==> config.mk <==
export PLATFORM = sky130hd
export DESIGN_NAME = ac_correlator
export DESIGN_NICKNAME = d
export VERILOG_FILES = /design/src/rtl/ac_correlator_pkg.sv /design/src/rtl/ac_correlator_popcount64.sv /design/src/rtl/ac_correlator.sv
export SDC_FILE = /design/constraint.sdc
export NUM_CORES = 1
export LEC_CHECK = 0
export ABC_AREA = 1
export BUFFER_PORTS_ARGS = -buffer_cell sky130_fd_sc_hd__buf_2
export CELL_PAD_IN_SITES_DETAIL_PLACEMENT = 0
export CELL_PAD_IN_SITES_GLOBAL_PLACEMENT = 1
export CORE_MARGIN = 10
export CORE_UTILIZATION = 35
export CTS_CLUSTER_DIAMETER = 120
export DETAILED_ROUTE_END_ITERATION = 12
export HOLD_SLACK_MARGIN = 0.15
export PLACE_DENSITY_LB_ADDON = 0.2
export SLEW_MARGIN = 20
export SYNTH_ARGS = -nofsm -noshare
export SYNTH_HDL_FRONTEND = slang
export SYNTH_SLANG_ARGS = --single-unit
==> constraint.sdc <==
create_clock -name clk_6M -period 10.47 [get_ports clk_6M]
set_clock_uncertainty 0.2 [all_clocks]
set_input_delay 2.094 -clock clk_6M [delete_from_list [all_inputs] [get_ports clk_6M]]
set_output_delay 2.094 -clock clk_6M [all_outputs]
set_load 0.02 [all_outputs]
==> src/rtl/ac_correlator_pkg.sv <==
// ============================================================================
// ac_correlator_pkg : shared constants and state encoding for the access-code correlator
// Rev 1.0
// ============================================================================
`default_nettype none

package ac_correlator_pkg;

   localparam int SW_LEN  = 64;
   localparam int SCORE_W = 7;

   typedef enum logic [1:0] {
      ST_IDLE    = 2'd0,
      ST_SEARCH  = 2'd1,
      ST_FOUND   = 2'd2,
      ST_TIMEOUT = 2'd3
   } state_e;

endpackage

`default_nettype wire

==> src/rtl/ac_correlator_popcount64.sv <==
// ============================================================================
// popcount64 : combinational ones count of a 64-bit vector
// Rev 1.0
// ============================================================================
`default_nettype none

module popcount64
   import ac_correlator_pkg::*;
(
   input  logic [63:0]        vec_i,
   output logic [SCORE_W-1:0] count_o
);

   always_comb begin
      count_o = '0;
      for (int i = 0; i < 64; i++) begin
         count_o = count_o + SCORE_W'(vec_i[i]);
      end
   end

endmodule

`default_nettype wire

==> src/rtl/ac_correlator.sv <==
// ============================================================================
// ac_correlator : sliding 64-bit sync-word correlator with search-window timeout
// Rev 1.0
// ============================================================================
`default_nettype none

module ac_correlator #(
   parameter int SW_LEN = ac_correlator_pkg::SW_LEN,
   parameter int WIN_W  = 12
) (
   input  logic              clk_6M,
   input  logic              rst,
   input  logic              p_1us,
   input  logic              search_en,
   input  logic              rxbit,
   input  logic [SW_LEN-1:0] regi_syncword,
   input  logic [6:0]        regi_corr_thresh,
   input  logic [WIN_W-1:0]  regi_search_window,
   output logic              rx_trailer_st_p,
   output logic              corr_timeout_p,
   output logic              sync_found,
   output logic [6:0]        corr_score
);

   import ac_correlator_pkg::*;

   localparam logic [SCORE_W-1:0] FULL_FILL = SCORE_W'(SW_LEN);

   state_e              state_q;
   logic [SW_LEN-1:0]   sr_q;
   logic [SCORE_W-1:0]  fill_q;
   logic [SCORE_W-1:0]  score_q;
   logic [WIN_W-1:0]    win_q;
   logic                hit_q;
   logic                score_pend_q;
   logic [SCORE_W-1:0]  match_cnt;
   logic                strobe_in_search;

   popcount64 u_popcount (
      .vec_i   (~(sr_q ^ regi_syncword)),
      .count_o (match_cnt)
   );

   // Pulses are gated by search_en so an abort edge never emits a strobe.
   always_comb begin
      strobe_in_search = (state_q == ST_SEARCH) && search_en && p_1us && !rst;
      rx_trailer_st_p  = strobe_in_search && hit_q;
      corr_timeout_p   = strobe_in_search && !hit_q && (win_q == regi_search_window);
      sync_found       = (state_q == ST_FOUND);
      corr_score       = score_q;
   end

   always_ff @(posedge clk_6M) begin
      if (rst) begin
         state_q      <= ST_IDLE;
         sr_q         <= '0;
         fill_q       <= '0;
         score_q      <= '0;
         win_q        <= '0;
         hit_q        <= 1'b0;
         score_pend_q <= 1'b0;
      end else begin
         score_pend_q <= 1'b0;
         if (score_pend_q) begin
            score_q <= match_cnt;
            hit_q   <= (fill_q == FULL_FILL) && (match_cnt >= regi_corr_thresh);
         end

         if (!search_en) begin
            state_q <= ST_IDLE;
         end else begin
            case (state_q)
               ST_IDLE: begin
                  state_q <= ST_SEARCH;
                  fill_q  <= '0;
                  win_q   <= '0;
                  hit_q   <= 1'b0;
               end
               ST_SEARCH: begin
                  if (p_1us) begin
                     // Hit outranks window expiry; equality is tested before the increment.
                     if (hit_q) begin
                        state_q <= ST_FOUND;
                     end else if (win_q == regi_search_window) begin
                        state_q <= ST_TIMEOUT;
                     end else begin
                        sr_q         <= {sr_q[SW_LEN-2:0], rxbit};
                        win_q        <= win_q + WIN_W'(1);
                        score_pend_q <= 1'b1;
                        if (fill_q != FULL_FILL) begin
                           fill_q <= fill_q + SCORE_W'(1);
                        end
                     end
                  end
               end
               ST_FOUND:   ;
               ST_TIMEOUT: ;
               default:    state_q <= ST_IDLE;
            endcase
         end
      end
   end

endmodule

`default_nettype wire

; Yosys cells after proc, flatten, opt, wreduce, memory -nomap -nowiden
; Index checks and enable logic that the tools add are counted.
[word_totals]
ff_bits = 94
input_bits = 88
out_inout_bits = 10
[op_classes]
n_addsub = 65
n_lt_le_gt_ge = 1
eq_ne = 10
muxes = 17
n_bitwise = 7
reduce_logical = 17
[op_table]
columns = cell, count
row1 = adder 7 x 1 -> 7 bit, 62
row2 = NOT 64 bit, 1
row3 = bitwise XOR 64 bit, 1
row4 = two-way mux 12 bit, 3
row5 = two-way mux 7 bit, 4
row6 = one-hot mux 12 bit (2 select lines), 1
row7 = one-hot mux 7 bit (2 select lines), 1
row8 = "adder 12 x 1 -> 12 bit, second input constant", 1
row9 = equality test 12 bit, 1
row10 = AND reduction 5 bit, 2
row11 = "adder 7 x 1 -> 7 bit, second input constant", 1
row12 = "equality test 7 bit, second input constant", 1
row13 = >= comparator 7 bit, 1
row14 = logical AND 1 bit, 7
row15 = "inequality test 7 bit, second input constant", 1
row16 = two-way mux 2 bit, 3
row17 = "inequality test 2 bit, second input constant", 3
row18 = AND reduction 6 bit, 1
row19 = NOT 1 bit, 5
row20 = OR reduction 5 bit, 1
row21 = two-way mux 1 bit, 4
row22 = one-hot mux 2 bit (2 select lines), 1
row23 = "inequality test 3 x 2 -> 1 bit, second input constant", 1
row24 = AND reduction 3 bit, 1
row25 = other kinds (8), 9

; Depth between registers and ports, before layout
[logic_depth]
word_depth = 70
mapped_depth = 29
ltp_nobuf = 29

; Cells and area by module
; Synthesis repeated with hierarchy kept, for this count alone.
[hier_totals]
cells_unflattened = 853
area_unflattened_um2 = 7045.5
[modules_own_cells]
columns = mod, n_inst, cells_per_inst, area_per_inst_um2
row1 = ac_correlator, 1, 662, 5281.3
row2 = popcount64, 1, 191, 1764.2

; Least setup slack after synthesis
; Ideal clock, no wire load.
[synth_timing]
path_kind = input to register
start = input regi_syncword[0]
end = register hit_q
setup_ps = 127
arrival_ps = 8808
setup_slack_ps = 1335
path_stages = 27
cell_sequence = xnor2_1 -> ha_1 -> inv_1 -> fa_1 -> fa_1 -> fa_1 -> fa_1 -> fa_1 -> fa_1 -> fa_1 -> inv_1 -> fa_1 -> fa_1 -> fa_1 -> nand3_1 -> nand2_1 -> nand2_1 -> nand2_1 -> a21oi_1 -> inv_1 -> ha_1 -> nand2_1 -> inv_1 -> a221oi_1 -> nand3_1 -> nand2_1 -> a21oi_1
[synth_via]
elab_chain_cells = 70
[synth_rtl]
columns = item, line_no
row1 = from (decl), ac_correlator.sv:16  ; input logic [SW_LEN-1:0] regi_syncword,
row2 = bitwise XOR 64 bit (*), ac_correlator.sv:40  ; .vec_i (~(sr_q ^ regi_syncword)),
row3 = NOT 64 bit (*), ac_correlator.sv:40
row4 = adder 1 x 1 -> 2 bit (*), ac_correlator_popcount64.sv:17  ; count_o = count_o + SCORE_W'(vec_i[i]);
row5 = adder 7 x 1 -> 7 bit (*) (62 in series), ac_correlator_popcount64.sv:17
row6 = named net match_cnt[6], ac_correlator.sv:36  ; logic [SCORE_W-1:0] match_cnt;
row7 = >= comparator 7 bit (*), ac_correlator.sv:66  ; hit_q <= (fill_q == FULL_FILL) && (match_cnt >= regi_corr_thresh);
row8 = logical AND 1 bit (*), ac_correlator.sv:66
row9 = two-way mux 1 bit (*), ac_correlator.sv:64  ; if (score_pend_q) begin
row10 = two-way mux 1 bit, ac_correlator.sv:72  ; case (state_q)
row11 = two-way mux 1 bit (*), ac_correlator.sv:69  ; if (!search_en) begin
row12 = to (signal assigned), ac_correlator.sv:66
row13 = to (decl), ac_correlator.sv:34  ; logic hit_q;
; Mark *: on every way through the listed nets, which the timed path passes. The rest lies on a longest branch.
; A chain may end at the register's enable or synchronous reset.

; Final worst setup path
; Ends and elaborated chain as after synthesis.

==> run summary <==
The run gives 0.360 as the effective utilization at floorplan. The average instance in the mapped netlist occupies 8.03 sq um. Together, buffers and inverters on the worst path number 5.

In this design, the critical path's most frequently occurring cell is fa_1. The worst hold path begins at sr_q[63]. For hold timing, the worst endpoint is sr_q[63].

For this block, the via count after detailed routing is 5,486. The wire length on met3 is 790 microns. The iteration count of the initial detailed-routing pass was 4. The top layer used by detailed routing is met4.

Setup repair after global routing left no endpoint under its margin. The number of global-route vias before repair was 5,658; the post-CTS setup buffer count was 0. 0 antenna diodes ended up in the layout. The floorplan has 49 rows. Setup violations remaining at the end of the flow were counted as 0. nand2_1 is the most common cell in the netlist. The run gives 28,900 microns as the wire length of the first global-routing pass. The final estimated routing congestion in global placement was 0.807.

The run gives 9 as the total CTS buffers. The post-synthesis async set-or-reset flop share was 0. The number of synthesized register bits was 94. The portion of the clock cycle consumed by the worst path in the final layout works out to 0.876. The count of instances resized after the clock tree is built is 0, and the sequential standard cell area is 0.00188 sq mm. Measured along the y axis, the die boundary spans 157 microns. When the netlist entered floorplanning its net count stood at 981. The worst-case headroom to the max-slew limit was 0.464.

The detailed router put a total of 7970 microns of wire on met1. After synthesis, the cell types taking the most area are dfxtp_1 29%, fa_1 17%, nand2_1 8.6%. The per-cell routed wire length was 15.6 microns.

The number of buffers on the longest clock path was 2. The primary flip-flop cell chosen by synthesis mapping was dfxtp_1. The deepest level of the CTS H-tree is 3. For the number of antenna violations at the first check in global routing, the log shows 0. The cell area after technology mapping is 0.00653 sq mm. The run gives 17,500 microns as the wire length reported by the detailed router.

98 I/O pins were placed. The synthesized instance count was 813. Relative to the synthesized area, the layout overhead comes to 14.2%.

Upper clock frequency limit: 109 MHz. The sequential share of the synthesized area was 0.288; the number of sinks handled by clock tree synthesis was 94. Yosys printed 0 warnings. The number of hold buffers added after CTS was 0.

The largest individual stage delay along the critical path comes from the cell fa_1. The total routing usage reported by global routing came out at 0.146. Horizontal die dimension: 157 microns.

The run gives 2.78 ns as the register-to-register setup slack. The nature of the critical path endpoint is a register. The critical path runs through a total of 28 cells. In this run the remaining antenna-violating nets after routing total 0.

The logs give 0 for the hold violation count in the final report and 0.0181 sq mm for the standard cell core area. For this block, the initial DRC count from the detailed router was 239. STA classifies the critical path startpoint as an input pin.

The count of input and output buffers works out to 97. The pin slew with the least headroom to its limit came out at 0.801 ns. The number of pins exceeding their max-slew limit in the final report was 0; the number of distinct library cells after synthesis was 34.

Entering global routing, the biggest net connects 68 pins. Of all cell types, the one taking the most synthesized area is dfxtp_1. Kind of critical path: in2reg. The critical path's largest stage delay works out to 0.55 ns. The clock transition at the register clock pins on the worst setup and hold paths after CTS came out at 0.08 ns. The tools report the clock root buffer master as clkbuf_16.

Detailed routing placed a total of 8440 microns of wire on met2. In the final timing run, aggregate negative setup slack is 0 ns. The tools report the data required time at the worst endpoint as 10.50 ns. The area share of the largest cell type after synthesis works out to 0.288.

The run finished with clean final reports. By count the netlist is led by 150 x nand2_1, 103 x inv_1, 94 x dfxtp_1. The logs give 1,923 for the number of fill cells in the layout and 1,055 for the net total in the final layout. The number of flops mapped to enable cells by yosys works out to 0.

The share of final-layout standard cells stronger than drive strength 1 is 0.152. The run gives 0.0245 sq mm as the floorplan die area. After layout, the minimum clock period comes to 9.17 ns. The clock reaches the later pin of the worst-skew pair after 0.35 ns. The total grt overflow was 0; the number of cells on the worst hold path was 2. The data arrival time of the worst path is 9.20 ns, and the number of remaining DRC errors is 0.

For the worst flop-to-flop path, the logic depth is 27. In this design, the largest share of critical-path delay is due to adder cells. In this run the worst path has a maximum fanout of 3.

In this run the critical register-to-register path is captured at hit_q. Max-cap violations in this run came to 0. Summing all multi-input logic gate instances after layout gives 0.00407 sq mm. TritonCTS built the clock tree. The path type of the worst min-delay path was reg2reg. The wire-length estimate of the detail-placed layout is 12,900 microns. The startpoint of the worst-slack reg-to-reg timing path was sr_q[0]. The per-cell via count in the routed design works out to 4.89.
-- cells in the final DEF (no fill, tap or decap), types with 2 or more instances in the layout --
cell and instances:
a21oi_1 89, buf_2 97, buf_4 6, clkbuf_16 9, clkinvlp_4 2, dfxtp_1 94, fa_1 54, ha_1 26
inv_1 102, inv_2 4, inv_6 2, inv_8 2, nand2_1 150, nand2_2 4, nand3_1 26, nand3_2 2
nand4_1 75, nor2_1 37, nor3_1 4, o211ai_1 2, o21ai_0 16, or2_2 3, xnor2_1 32, xor2_1 40
-- worst reg2reg max path, cell delays in order, from the launching register on --
cell      delay (ns)
dfxtp_1         0.39
xnor2_1         0.10
ha_1            0.28
inv_1           0.06
fa_1            0.50
fa_1            0.53
fa_1            0.52
fa_1            0.51
fa_1            0.52
fa_1            0.52
fa_1            0.55
inv_1           0.06
fa_1            0.52
fa_1            0.49
fa_1            0.41
nand3_1         0.12
nand2_1         0.06
nand2_1         0.08
nand2_1         0.05
a21oi_1         0.17
inv_1           0.07
ha_1            0.28
nand2_1         0.07
inv_1           0.06
a221oi_1        0.23
nand3_1         0.10
nand2_1         0.07
a21oi_1         0.05
-- final cells by class --
cell class / count / area share
multi-input combinational: 572 / 0.545
sequential: 94 / 0.252
timing repair buffer: 103 / 0.0712
inverter: 107 / 0.0539
tap: 229 / 0.0384
clock buffer: 9 / 0.0302
clock inverter: 7 / 0.00856
-- worst max-delay path by stage --
stage | start | to
3_5_place_dp | regi_syncword[0] | hit_q
6_report | regi_syncword[0] | hit_q
4_1_cts | regi_syncword[0] | hit_q
3_3_place_gp | regi_syncword[0] | hit_q
2_1_floorplan | regi_syncword[0] | hit_q
5_1_grt | regi_syncword[0] | hit_q
-- metrics by stage --
step	cell area (sq um)	cells	worst slack [ns]	util	hold WS [ns]
2_1_floorplan	6530	813	1.33	-	0.251
3_3_place_gp	7170	1105	0.954	0.395	0.261
3_5_place_dp	7170	1105	0.834	0.395	0.269
4_1_cts	7460	1121	1.23	0.411	0.279
5_1_grt	7460	1121	0.812	0.411	0.312
6_report	7460	1121	1.30	0.411	0.276
-- logic make-up (layout without fill, tap and decap cells) --
logic type | Yosys count | after routing | synth area share
flops | 94 | 94 | 0.288
fa+ha+maj | 80 | 80 | 0.215
simple gates | 306 | 306 | 0.218
buf+inv | 147 | 226 | 0.0902
xor+xnor | 72 | 72 | 0.0966
compound gates | 114 | 114 | 0.0912
-- per-layer routing --
metal	up-vias	GRT usage
li1	2797	-
met2	100	0.247
met5	-	0
met3	14	0.0241
met1	2575	0.186
met4	0	0.0463
-- registers in the layout, summed over array words and instances, names as in the netlist --
| name | cells |
|---|---|
| state_q | 2 |
| score_pend_q | 1 |
| hit_q | 1 |
| win_q | 12 |
| fill_q | 7 |
| sr_q | 64 |
| corr_score | 7 |
Power is not shown: default switching activity piles up to over one toggle a cycle in this logic, so the estimate is an artifact.
